$ cat src/rtl/mux_bus_arbiter_if.sv
`default_nettype none
// ============================================================================
//  Module   : mux_bus_arbiter_if
//  Purpose  : Request/grant and mux-control bundle shared between the
//             round-robin arbiter and the requesters / mux_8x1 it controls.
//  Revision : 1.0  initial release
// ============================================================================
interface mux_bus_arbiter_if;

   logic [7:0] req;      // req[i] high = requester i wants the bus
   logic [7:0] gnt;      // one-hot grant, zero when the bus is unowned
   logic [2:0] select;   // mux select, index of current/last owner
   logic       en;       // mux enable, high only while a grant is live
   logic       preempt;  // single-cycle pulse on hold-timeout revocation
   logic       busy;     // arbiter is in a grant or turnaround cycle

   // Arbiter side: consumes requests, drives grant and mux control
   modport master (
      input  req,
      output gnt,
      output select,
      output en,
      output preempt,
      output busy
   );

   // Requester / mux side: drives requests, observes grant and mux control
   modport slave (
      output req,
      input  gnt,
      input  select,
      input  en,
      input  preempt,
      input  busy
   );

endinterface
`default_nettype wire

$ cat src/rtl/mux_bus_arbiter.sv
`default_nettype none
// ============================================================================
//  Module   : mux_bus_arbiter
//  Purpose  : Round-robin arbiter sharing one 8-input mux bus among eight
//             requesters. Drives mux select/enable directly, inserts a
//             one-cycle turnaround with enable low between owners, and
//             revokes a grant after MAX_HOLD cycles when others are waiting.
//  Revision : 1.0  initial release
// ============================================================================
module mux_bus_arbiter #(
   parameter int MAX_HOLD = 16,               // legal range 2..256
   parameter int CW       = $clog2(MAX_HOLD)  // derived, do not override
) (
   input  wire                 clk,
   input  wire                 rst_n,
   mux_bus_arbiter_if.master   bus
);

   // Saturation value of the hold counter; reaching it arms preemption.
   localparam logic [CW-1:0] c_hold_max = CW'(MAX_HOLD - 1);

   typedef enum logic [1:0] {
      S_IDLE  = 2'd0,
      S_GRANT = 2'd1,
      S_TURN  = 2'd2
   } state_t;

   // ------------------------------------------------------------------------
   // Registered state
   // ------------------------------------------------------------------------
   state_t          r_state;
   logic [7:0]      r_gnt;
   logic [2:0]      r_select;
   logic            r_en;
   logic            r_preempt;
   logic [2:0]      r_last;     // round-robin pointer: most recent owner
   logic [CW-1:0]   r_hold;     // granted cycles elapsed for current owner

   // ------------------------------------------------------------------------
   // Next-state values
   // ------------------------------------------------------------------------
   state_t          w_state;
   logic [7:0]      w_gnt;
   logic [2:0]      w_select;
   logic            w_en;
   logic            w_preempt;
   logic [2:0]      w_last;
   logic [CW-1:0]   w_hold;

   // Arbitration helpers
   logic [2:0]      w_winner;
   logic            w_any_req;
   logic            w_owner_req;
   logic            w_others_req;
   logic [7:0]      w_owner_mask;

   // First requester found scanning last+1, last+2, ... wrapping back to last.
   // The previous owner is therefore reached only after every other index.
   function automatic logic [2:0] f_winner(input logic [7:0] req,
                                           input logic [2:0] last);
      logic [2:0] idx;
      logic       found;
      f_winner = last;
      found    = 1'b0;
      for (int k = 1; k <= 8; k++) begin
         idx = last + 3'(k);
         if (!found && req[idx]) begin
            f_winner = idx;
            found    = 1'b1;
         end
      end
   endfunction

   // Request decode relative to the round-robin pointer and current owner
   always_comb begin
      w_winner     = f_winner(bus.req, r_last);
      w_any_req    = |bus.req;
      w_owner_mask = 8'b1 << r_select;
      w_owner_req  = |(bus.req & w_owner_mask);
      w_others_req = |(bus.req & ~w_owner_mask);
   end

   // Next-state and next-output computation for the IDLE/GRANT/TURN machine
   always_comb begin
      w_state   = r_state;
      w_gnt     = r_gnt;
      w_select  = r_select;
      w_en      = r_en;
      w_preempt = 1'b0;
      w_last    = r_last;
      w_hold    = r_hold;

      case (r_state)
         // IDLE and TURN arbitrate identically; TURN sees the pointer
         // already advanced past the owner that just left.
         S_IDLE, S_TURN: begin
            if (w_any_req) begin
               w_state  = S_GRANT;
               w_gnt    = 8'b1 << w_winner;
               w_select = w_winner;
               w_en     = 1'b1;
               w_hold   = '0;
            end else begin
               w_state  = S_IDLE;
               w_gnt    = '0;
               w_en     = 1'b0;
            end
         end

         S_GRANT: begin
            if (!w_owner_req) begin
               // Voluntary release wins over a coincident timeout.
               w_state = S_TURN;
               w_gnt   = '0;
               w_en    = 1'b0;
               w_last  = r_select;
            end else if ((r_hold == c_hold_max) && w_others_req) begin
               // Owner has had MAX_HOLD cycles and someone else is waiting.
               w_state   = S_TURN;
               w_gnt     = '0;
               w_en      = 1'b0;
               w_last    = r_select;
               w_preempt = 1'b1;
            end else if (r_hold != c_hold_max) begin
               // Saturate so a lone owner can keep the bus indefinitely.
               w_hold = r_hold + 1'b1;
            end
         end

         default: begin
            w_state = S_IDLE;
            w_gnt   = '0;
            w_en    = 1'b0;
         end
      endcase
   end

   // State and output registers with synchronous active-low reset
   always_ff @(posedge clk) begin
      if (!rst_n) begin
         r_state   <= S_IDLE;
         r_gnt     <= '0;
         r_select  <= '0;
         r_en      <= 1'b0;
         r_preempt <= 1'b0;
         r_last    <= 3'd7;
         r_hold    <= '0;
      end else begin
         r_state   <= w_state;
         r_gnt     <= w_gnt;
         r_select  <= w_select;
         r_en      <= w_en;
         r_preempt <= w_preempt;
         r_last    <= w_last;
         r_hold    <= w_hold;
      end
   end

   assign bus.gnt     = r_gnt;
   assign bus.select  = r_select;
   assign bus.en      = r_en;
   assign bus.preempt = r_preempt;
   assign bus.busy    = (r_state != S_IDLE);

endmodule
`default_nettype wire

$ cat src/flat_wrapper.sv
// flat-port wrapper written by rule: the top's interface ports become plain ports
module mux_bus_arbiter_flat 
#(
   parameter int MAX_HOLD = 16,                                    
   parameter int CW       = $clog2(MAX_HOLD)                             
)
  (clk, rst_n, bus_req, bus_gnt, bus_select, bus_en, bus_preempt, bus_busy);
  mux_bus_arbiter_if bus_i ();
  input  wire clk;
  input  wire rst_n;
  input wire logic [$bits(bus_i.req)-1:0] bus_req;
  output wire logic [$bits(bus_i.gnt)-1:0] bus_gnt;
  output wire logic [$bits(bus_i.select)-1:0] bus_select;
  output wire logic [$bits(bus_i.en)-1:0] bus_en;
  output wire logic [$bits(bus_i.preempt)-1:0] bus_preempt;
  output wire logic [$bits(bus_i.busy)-1:0] bus_busy;
  assign bus_i.req = bus_req;
  assign bus_gnt = bus_i.gnt;
  assign bus_select = bus_i.select;
  assign bus_en = bus_i.en;
  assign bus_preempt = bus_i.preempt;
  assign bus_busy = bus_i.busy;
  mux_bus_arbiter #(.MAX_HOLD(MAX_HOLD), .CW(CW)) u_core (.clk(clk), .rst_n(rst_n), .bus(bus_i));
endmodule
$ cat config.mk
export PLATFORM = sky130hd
export DESIGN_NAME = mux_bus_arbiter_flat
export DESIGN_NICKNAME = d
export VERILOG_FILES = /design/src/rtl/mux_bus_arbiter_if.sv /design/src/rtl/mux_bus_arbiter.sv /design/src/flat_wrapper.sv
export SDC_FILE = /design/constraint.sdc
export NUM_CORES = 1
export LEC_CHECK = 0
export BUFFER_PORTS_ARGS = -buffer_cell sky130_fd_sc_hd__buf_4
export CORE_ASPECT_RATIO = 0.8
export CORE_MARGIN = 2
export CORE_UTILIZATION = 50
export DETAILED_ROUTE_END_ITERATION = 10
export PLACE_DENSITY = 0.75
export SLEW_MARGIN = 20
export SYNTH_ARGS = -nofsm -noshare
export SYNTH_HDL_FRONTEND = slang
export SYNTH_SLANG_ARGS = --single-unit
$ cat constraint.sdc
create_clock -name clk -period 2.7 [get_ports clk]
set_input_delay 0.54 -clock clk [delete_from_list [all_inputs] [get_ports clk]]
set_output_delay 0.54 -clock clk [all_outputs]
set_load 0.005 [all_outputs]
==> results of run 1 <==
[sequential cells by signal, indices dropped and copies added (netlist names)]
signal / flops
u_core.r_hold: 4
u_core.bus.select: 3
u_core.r_state: 2
u_core.bus.preempt: 1
u_core.bus.gnt: 8
u_core.r_last: 3
[cell usage in the layout, fill, tap and decap left out, types with 3 or more instances in the layout]
cell type	n
mux2i_4	3
o211ai_1	3
nor3_1	6
xnor2_4	4
mux2i_1	15
a21oi_1	9
dfxtp_1	19
o21ai_0	5
inv_1	8
nor2_1	14
nand3b_1	3
a32o_1	4
buf_4	51
o32ai_2	4
nand2_1	18
or2_2	4
clkbuf_8	3
mux4_2	12
[per-layer routing]
layer	GRT usage (%)	wire [um]
met3	5.150	267
met5	0	0
met4	1.504	8
met2	34.09	2333
met1	34.88	2512
[cell families (layout without fill, tap and decap cells)]
logic type / Yosys count / count (layout) / share of synthesized area, %
buf+inv: 24 / 68 / 6.781
flops: 21 / 21 / 20.72
mux: 33 / 33 / 25.71
simple gates: 71 / 71 / 19.85
compound gates: 51 / 52 / 19.11
fa+ha+maj: 3 / 3 / 1.850
xor+xnor: 7 / 7 / 5.980
[where the power goes]
part / switching (uW) / total (uW) / internal (uW)
Combinational: 1310 / 2590 / 1280
Sequential: 77.9 / 470 / 393
Clock: 99.9 / 203 / 103
[repair_timing]
| action | in CTS | in global routing |
|---|---|---|
| endpoints found under the setup margin | 9 | 9 |
| hold buffers | 0 | 0 |
| endpoints found under the hold margin | 0 | 0 |
| gates resized for setup | 2 | 14 |
| pin swaps | 3 | 15 |
| setup buffers | 0 | 7 |
| gates cloned | 1 | 0 |
[cell type report]
cell class              count  area [um^2]
clock inverters             1        5.005
fillers                   320         1252
flip-flops and latches     21        427.9
inverters                  12        55.05
well taps                  55        68.82
multi-input cells         166         1600
repair buffers             52        402.9
clock buffers               3        41.29
[critical path, delay by kind of cell, from the launching register on]
kind / cells / cell delay [ps]
adders and majority gates: 1 / 270
and+or+nand+nor: 2 / 240
DFF: 1 / 380
buffers and inverters: 1 / 30
AOI/OAI and AO/OA: 3 / 910
muxes: 2 / 810
[synth_stat cells (5+ instances only)]
cell     instances  area share, %
dfxtp_1         21             21
nand2_1         18            3.3
nor2_1          16            3.0
mux2i_1         15            7.4
mux4_2          12             13
a21oi_1         10            2.5
inv_1           10            1.8
nor3_1           6            1.5
a32o_1           5            2.5
o21ai_0          5            1.2
[metrics by stage]
step           util [%]  setup slack (ps)  cell area (um^2)  cells  power [uW]
2_1_floorplan         -            -70.00              2103    210        2236
3_3_place_gp      62.63             39.68              2414    298        2719
3_5_place_dp      62.63            -34.51              2414    298        2755
4_1_cts           64.25            -1.981              2476    303        3028
5_1_grt           67.50            -184.0              2601    310        3465
6_report          67.50            -43.87              2601    310        3262
[path summary, 6_finish.rpt]
path,endpoint,startpoint,slack [ps]
hold / removal,u_core.bus.gnt[7],u_core.bus.gnt[7],470
setup reg to reg,u_core.bus.gnt[4],u_core.r_last[0],-40
setup / recovery,u_core.bus.gnt[4],u_core.r_last[0],-40
hold reg to reg,u_core.bus.gnt[7],u_core.bus.gnt[7],470
==> key figures, run 1 <==
Outcome
  • Status: finished with violations
  • Violated checks: negative setup slack

Synth
  • Post-Syn Area: slightly above 2000 um^2
  • Post-synthesis cell count: 210
  • EDFF count, synth: 0
  • Avg Cell Area, Syn: ~9.7 um^2
  • Yosys cell types: 61
  • Main synth FF type: dfxtp_1
  • Total number of yosys warnings: 0
  • Syn Nets: about 220
  • Sequential area share after synthesis: around 21%
  • Post-synth ARST share: 0%
  • Post-synthesis register bit count: 21

Global route
  • Largest net degree at the start of global routing: 15
  • Vias in the first global route: 1546
  • GRT overflow: 0
  • Initial antenna violation count: 0
  • First-pass GRT wire length: about 7800 um
  • Tot GR Track Use: between 20% and 30%

Die
  • Die Y: 60.99 um
  • Core Footprint: a little under 4000 um^2
  • Initial Utilization: ~53%
  • Row count: 20
  • Num ports: 24
  • Total die area: around 4600 um^2
  • Die X: 75.23 um

Placed design
  • Port Buffer Count: 23
  • Post-DP HPWL: 3839 um
  • Gpl congestion: just over 0.9

Clock network
  • CTS tree: yes
  • Max clock buf depth: 2
  • Clock Sinks: 21
  • Clk slew on worst S/H paths: around 80 ps
  • CTS H-tree depth: 1
  • Clock Latency Late Sink: ~260 ps
  • Inserted Clock Buffers: 3
  • CTS root buf: clkbuf_8

Hold path
  • Hold Path Depth: 1
  • Worst hold path class: reg2reg

Critical path
  • Data required time of the worst path: around 2900 ps
  • Critical path class: reg2reg
  • Crit path max fanout: 7
  • Crit path largest cell delay: roughly 580 ps
  • WP data arrival: just under 3000 ps
  • CP Launch Type: flip-flop
  • CP Capture Type: flip-flop
  • Cell count of the worst reg-to-reg path: 9
  • Worst-path cell chain: inv_8 > ha_4 > mux4_2 > mux2i_4 > nand4_4 > a211o_1 > a32oi_4 > nand3_2 > o32ai_2
  • Max stage delay cell, worst path: mux4_2

STA
  • Final setup vio count: 9
  • Worst-margin pin slew: ~600 ps
  • Max-slew violation count: 0
  • Skew final: approximately 3.5 ps
  • Fmax: approximately 0.36 GHz
  • Final Hold Slack: 472.0 ps
  • Fin worst setup slack: -43.87 ps
  • Period utilization: 101.6%
  • Endpoints failing hold: 0
  • Setup_tns: -167.0 ps
  • Max-slew headroom: 59.94%
  • Unrepaired setup endpoints after global routing: yes
  • Fin crit period: roughly 2700 ps

Layout
  • Fraction of layout cells with a size suffix above 1: about 44%
  • Synth-to-layout area growth: 28.17%
  • ANT cells: 0
  • Nets: around 270

Detailed routing
  • DRT iter0 DRCs: 94
  • DR vias: about 1.9k
  • DRC viols: 0
  • Avg WL per Cell: between 15 and 20 um
  • Vias per cell: roughly 6.0
  • Routed wire length: 5121 um
  • Pre-antenna DRT Iters: 6
  • Post-detailed-route count of antenna-violating nets: 0

Power
  • Cell Pwr Density: about 1300 nW/um^2
  • Leakage power: ~0.0010 uW
  • VDD IR max: between 0.5 and 0.6 mV

Job
  • MaxCap Viol Count: 0
No activity file was read; power rests on OpenSTA's default activity.
==> run 2: changes to the inputs <==
Settings changed: REMOVE_ABC_BUFFERS set to 1.
==> key figures, run 2 (synthesis gave the netlist of run 1 again) <==
Outcome
  • Status: finished with violations
  • Violated checks: negative setup slack

Layout
  • Synth-to-layout area growth: 27.19%
  • ANT cells: 0
  • Most frequent cells in the layout: 54 x buf_4, 19 x dfxtp_1, 18 x nand2_1, 15 x mux2i_1, 14 x nor2_1
  • Final Cell Area: 2581 um^2
  • Max reg flops: 8
  • Layout fillers: approximately 330
  • Nets: 273
  • Fraction of layout cells with a size suffix above 1: between 40 and 50%
  • Most common cell after layout, fill and taps aside: buf_4

Detailed routing
  • DR vias: roughly 1.9k
  • DRC viols: 0
  • Pre-antenna DRT Iters: 5
  • Post-detailed-route count of antenna-violating nets: 0
  • Vias per cell: 5.914
  • DRT iter0 DRCs: 94
  • Routed wire length: between 5000 and 6000 um
  • Avg WL per Cell: around 16 um

Clock network
  • CTS H-tree depth: 1
  • # hold bufs at CTS: 0
  • CTS tree: yes
  • Clock Sinks: 21
  • Clk slew on worst S/H paths: 70 ps
  • Max clock buf depth: 2
  • Inserted Clock Buffers: 3
  • CTS root buf: clkbuf_8
  • Clock Latency Late Sink: about 260 ps

Power
  • VDD IR max: between 0.5 and 0.6 mV
  • Cell Pwr Density: 1215 nW/um^2
  • Leakage power: roughly 0.0011 uW
  • PnR Total Power: 3137 uW

Critical path
  • Worst setup startpoint: u_core.r_last[1]
  • Crit path largest cell delay: roughly 600 ps
  • WP data arrival: ~2900 ps
  • Reg-to-Reg Start: u_core.r_last[1]
  • Max stage delay cell, worst path: mux4_2
  • Crit path max fanout: 6
  • Worst-path cell chain: inv_2 > ha_4 > mux4_2 > mux2i_4 > nand4_4 > a211o_1 > a32oi_4 > nand3_2 > o32ai_2
  • CP Capture Type: flip-flop
  • CP Launch Type: flip-flop
  • Data required time of the worst path: about 2900 ps
  • Critical path class: reg2reg

Die
  • Die Y: a little over 60 um
  • Die X: about 75 um
  • Num ports: 24
  • Core Footprint: just under 4000 um^2
  • Row count: 20
  • Total die area: 4588 um^2
  • Initial Utilization: 52.66%

STA
  • Setup_tns: -20.94 ps
  • Fmax: roughly 0.37 GHz
  • Endpoints failing hold: 0
  • Max-slew headroom: 65.27%
  • Fin worst setup slack: -17.63 ps
  • Max-slew violation count: 0
  • Final setup vio count: 2
  • Unrepaired setup endpoints after global routing: yes
  • Fin crit period: approximately 2700 ps
  • Final Hold Slack: between 400 and 500 ps
  • Skew final: a little under 5 ps
  • Period utilization: 100.7%
  • Worst-margin pin slew: just over 500 ps

Job
  • MaxCap Viol Count: 0

Global route
  • GRT overflow: 0
  • Initial antenna violation count: 0
  • Vias in the first global route: about 1.7k
  • First-pass GRT wire length: 7976 um
  • Tot GR Track Use: between 20% and 30%
  • Largest net degree at the start of global routing: 17

Placed design
  • DP Area: ~2400 um^2
  • Post-DP HPWL: 3943 um
  • Port Buffer Count: 23
  • Gpl congestion: 0.9280
  • Pre-CTS setup slack: -127.3 ps

Hold path
  • Min-delay src: u_core.bus.gnt[5]
  • Worst hold path class: reg2reg
run 2: path summary, 6_finish.rpt:
path	endpoint	depth (start not counted)	slack (ps)
hold reg to reg	u_core.bus.gnt[5]	2	470
setup reg to reg	u_core.bus.gnt[4]	9	-20
setup / recovery	u_core.bus.gnt[4]	9	-20
hold / removal	u_core.bus.gnt[5]	2	470
run 2: stage by stage:
| step | util [%] | std cells |
|---|---|---|
| floorplan | - | 198 |
| global placement | 62.69 | 306 |
| detailed placement | 62.69 | 306 |
| CTS | 64.68 | 311 |
| global route | 66.98 | 314 |
| finish | 66.98 | 314 |
run 2: final cells by class:
class                           count  area [um^2]  area share, %
Multi-Input combinational cell    166         1553          60.16
Timing Repair Buffer               56        445.4          17.26
Sequential cell                    21        422.9          16.38
Tap cell                           55        68.82          2.666
Inverter                           12        45.04          1.745
Clock buffer                        3        41.29          1.600
Clock inverter                      1        5.005         0.1939
run 2: where the power goes:
part	internal (uW)	switching, uW
clock network	103	101
logic	1250	1230
registers	389	61.5
run 2: repair_timing:
action,in CTS,in global routing
setup endpoints to repair,9,10
cloned,0,1
hold endpoints to repair,0,0
gates resized for setup,3,13
setup buffers,1,2
pin swaps,1,13
run 2: routing by layer:
layer | part of all wire [%] | global-route usage [%] | wire length [um]
met2 | 45 | 34.09 | 2304
met1 | 46 | 35.42 | 2362
met4 | 1.1 | 4.511 | 54
met5 | 0 | 0 | 0
met3 | 7.2 | 4.651 | 369
run 2: worst max-delay path: cells and delay by family (launching register included):
family          cells  cell delay [ps]
compound gates      3              910
flops               1              340
simple gates        2              240
mux                 2              810
buf+inv             1               50
fa+ha+maj           1              280
==> run 3: changes to the inputs <==
Settings changed: ABC_AREA set to 1, PLACE_DENSITY 0.75 to 0.76.
==> key figures, run 3 <==
Layout
  • Fraction of layout cells with a size suffix above 1: between 10% and 20%
  • Register Area: between 400 and 500 um^2
  • Layout fillers: approximately 340
  • Final Cell Area: approximately 2000 um^2
  • Max reg flops: 8
  • ANT cells: 0
  • Footprint of the multi-input gates: between 1000 and 1500 um^2
  • Most frequent cells in the layout: 106 x nand2_1, 47 x nand3_1, 32 x inv_1, 27 x buf_4, 22 x nor2_1
  • Nets: 342
  • Synth-to-layout area growth: 14.63%
  • Most common cell after layout, fill and taps aside: nand2_1
  • Non-filler cells, final: 370

Synth
  • Adder-cell share of the synthesized area: 2.141%
  • Dominant cells by area after synthesis: dfxtp_1 24%, nand2_1 23%, nand3_1 13%, inv_1 6.9%, nor2_1 4.7%
  • Post-synth ARST share: 0%
  • Post-Syn Area: between 1500 and 2000 um^2
  • Post-synthesis cell count: just over 300
  • Share of Yosys cell area claimed by the top area cell type: about a quarter
  • Largest family of logic cells by synthesized area: simple AND/OR/NAND/NOR gates
  • Yosys cell types: 34
  • Post-synthesis register bit count: 21
  • Proportion of synthesized area in mux cells: 0%
  • Cell with the most instances after synthesis: nand2_1
  • Largest area contributor in the netlist: dfxtp_1
  • Avg Cell Area, Syn: roughly 5.7 um^2
  • Sequential area share after synthesis: a little under a quarter
  • Main synth FF type: dfxtp_1
  • Total number of yosys warnings: 0
  • Compound-gate portion of the synthesized area: a little under a tenth
  • EDFF count, synth: 0
  • Synth cell count leaders: 106 x nand2_1, 47 x nand3_1, 32 x inv_1
  • Synth Area in XOR/XNOR: between 1.5 and 2%
  • Simple-gate portion of the synthesized area: about 51%

Critical path
  • Max stage delay cell, worst path: ha_1
  • FF-to-FF setup slack: 250 ps
  • WP data arrival: roughly 2600 ps
  • CP Launch Type: flip-flop
  • Worst-path cell chain: inv_2 > ha_1 > inv_2 > nand3_1 > nand3_2 > nand2_2 > inv_2 > nand3_1 > nor2_4 > nand4_2 > nand2_1 > inv_2 > nand2_1 > nand2_2 > nand2_1 > nor2_1 > nor2_1 > nor2_1
  • Critical path class: reg2reg
  • Crit path largest cell delay: approximately 400 ps
  • Reg2reg end: u_core.bus.gnt[1]
  • Cell count of the worst reg-to-reg path: 18
  • Reg-to-Reg Start: u_core.r_last[0]
  • Data required time of the worst path: around 2900 ps
  • Crit path max fanout: 7
  • Crit path top cell by count: inv_2
  • CP Capture Type: flip-flop

Power
  • Leakage power: between 0.001 and 0.0015 uW
  • VDD IR max: approximately 0.55 mV
  • Cell Pwr Density: 1270 nW/um^2

Clock network
  • CTS tree: yes
  • Clock Sinks: 21
  • Clock Latency Late Sink: ~260 ps
  • CTS root buf: clkbuf_8
  • Clk slew on worst S/H paths: around 70 ps
  • # hold bufs at CTS: 0
  • Inserted Clock Buffers: 3
  • Setup Buffers After CTS: 0
  • CTS H-tree depth: 1
  • Post-CTS sizing: 0
  • Max clock buf depth: 2

Die
  • Num ports: 24
  • Total die area: 3999 um^2
  • Core Footprint: 3400 um^2
  • Row count: 19
  • Initial Utilization: around 52%
  • Die X: roughly 70 um
  • Die Y: 56.96 um

Job
  • MaxCap Viol Count: 0

STA
  • Fin crit period: ~2500 ps
  • Unrepaired setup endpoints after global routing: no
  • Final setup vio count: 0
  • Skew final: 2.285 ps
  • Setup_tns: 0 ps
  • Endpoints failing hold: 0
  • Max-slew headroom: between 70 and 80%
  • Period utilization: around 91%
  • Max-slew violation count: 0
  • Worst-margin pin slew: between 300 and 400 ps
  • Final Hold Slack: around 460 ps
  • Fmax: between 0.4 and 0.5 GHz

Detailed routing
  • DRC viols: 0
  • DR vias: 2008
  • Avg WL per Cell: 11.92 um
  • Post-detailed-route count of antenna-violating nets: 0
  • DRT iter0 DRCs: roughly 170
  • Pre-antenna DRT Iters: 5
  • Routed wire length: roughly 4400 um
  • Vias per cell: 5.427

Hold path
  • Min-delay src: u_core.bus.gnt[3]
  • Hold endpoint: u_core.bus.gnt[3]
  • Hold Path Depth: 2
  • Worst hold path class: reg2reg

Global route
  • Initial antenna violation count: 0
  • Largest net degree at the start of global routing: 16
  • Vias in the first global route: around 1.7k
  • First-pass GRT wire length: ~7700 um
  • GRT overflow: 0
  • Tot GR Track Use: 23.21%

Placed design
  • Gpl congestion: approximately 1.0
  • DP Area: just under 2000 um^2
  • Port Buffer Count: 23
  • DP Cell Count: roughly 370
  • Post-DP HPWL: ~3500 um

Outcome
  • Status: complete, no violations
==> run 3: cell type report <==
type | instances | area share [%]
timing repair buffer | 27 | 10.09
tap | 42 | 2.615
sequential | 21 | 20.92
inverter | 40 | 7.472
multi-input combinational | 236 | 56.66
clock buffer | 4 | 2.242
==> run 3: kinds of logic after synthesis <==
group           Yosys count
simple gates            202
buf+inv                  48
compound gates           28
flops                    21
xor+xnor                  3
fa+ha+maj                 3
==> run 3: worst max path at each step <==
stage                                start           endpoint  cells after the start
after global routing      u_core.r_last[0]  u_core.bus.gnt[5]                     15
after floorplan           u_core.r_last[0]  u_core.bus.gnt[0]                     18
final                     u_core.r_last[0]  u_core.bus.gnt[1]                     18
after CTS                 u_core.r_last[0]  u_core.bus.gnt[1]                     18
after detailed placement  u_core.r_last[0]  u_core.bus.gnt[0]                     18
after global placement    u_core.r_last[1]  u_core.bus.gnt[4]                     15
==> run 3: power breakdown <==
part           switching, uW  internal, uW
registers               93.8           404
clock network           99.4           105
logic                   1220           631
==> run 3: worst max-delay path, delay by kind of cell, from the launching register on <==
family,cells,cell delay [ps]
and+or+nand+nor,13,1300
adders and majority gates,1,400
DFF,1,350
buffers and inverters,4,290
==> run 3: layer usage <==
| layer | wire [um] | part of all wire, % | vias to the layer above | GRT usage, % |
|---|---|---|---|---|
| li1 | - | - | 1052 | - |
| met1 | 2236 | 51 | 880 | 34.43 |
| met2 | 1876 | 43 | 72 | 35.24 |
| met3 | 271 | 6.1 | 4 | 4.417 |
| met4 | 27 | 0.61 | 0 | 5.220 |
| met5 | 0 | 0 | - | 0 |
==> run 3: stage by stage <==
step / utilization (%) / worst slack [ps] / power, uW
6_report: 59.11 / 245.8 / 2552
5_1_grt: 59.11 / 6.010 / 2829
4_1_cts: 59.11 / 271.3 / 2539
3_5_place_dp: 57.78 / 287.0 / 2331
3_3_place_gp: 57.78 / 340.2 / 2317
2_1_floorplan: - / 146.6 / 1853
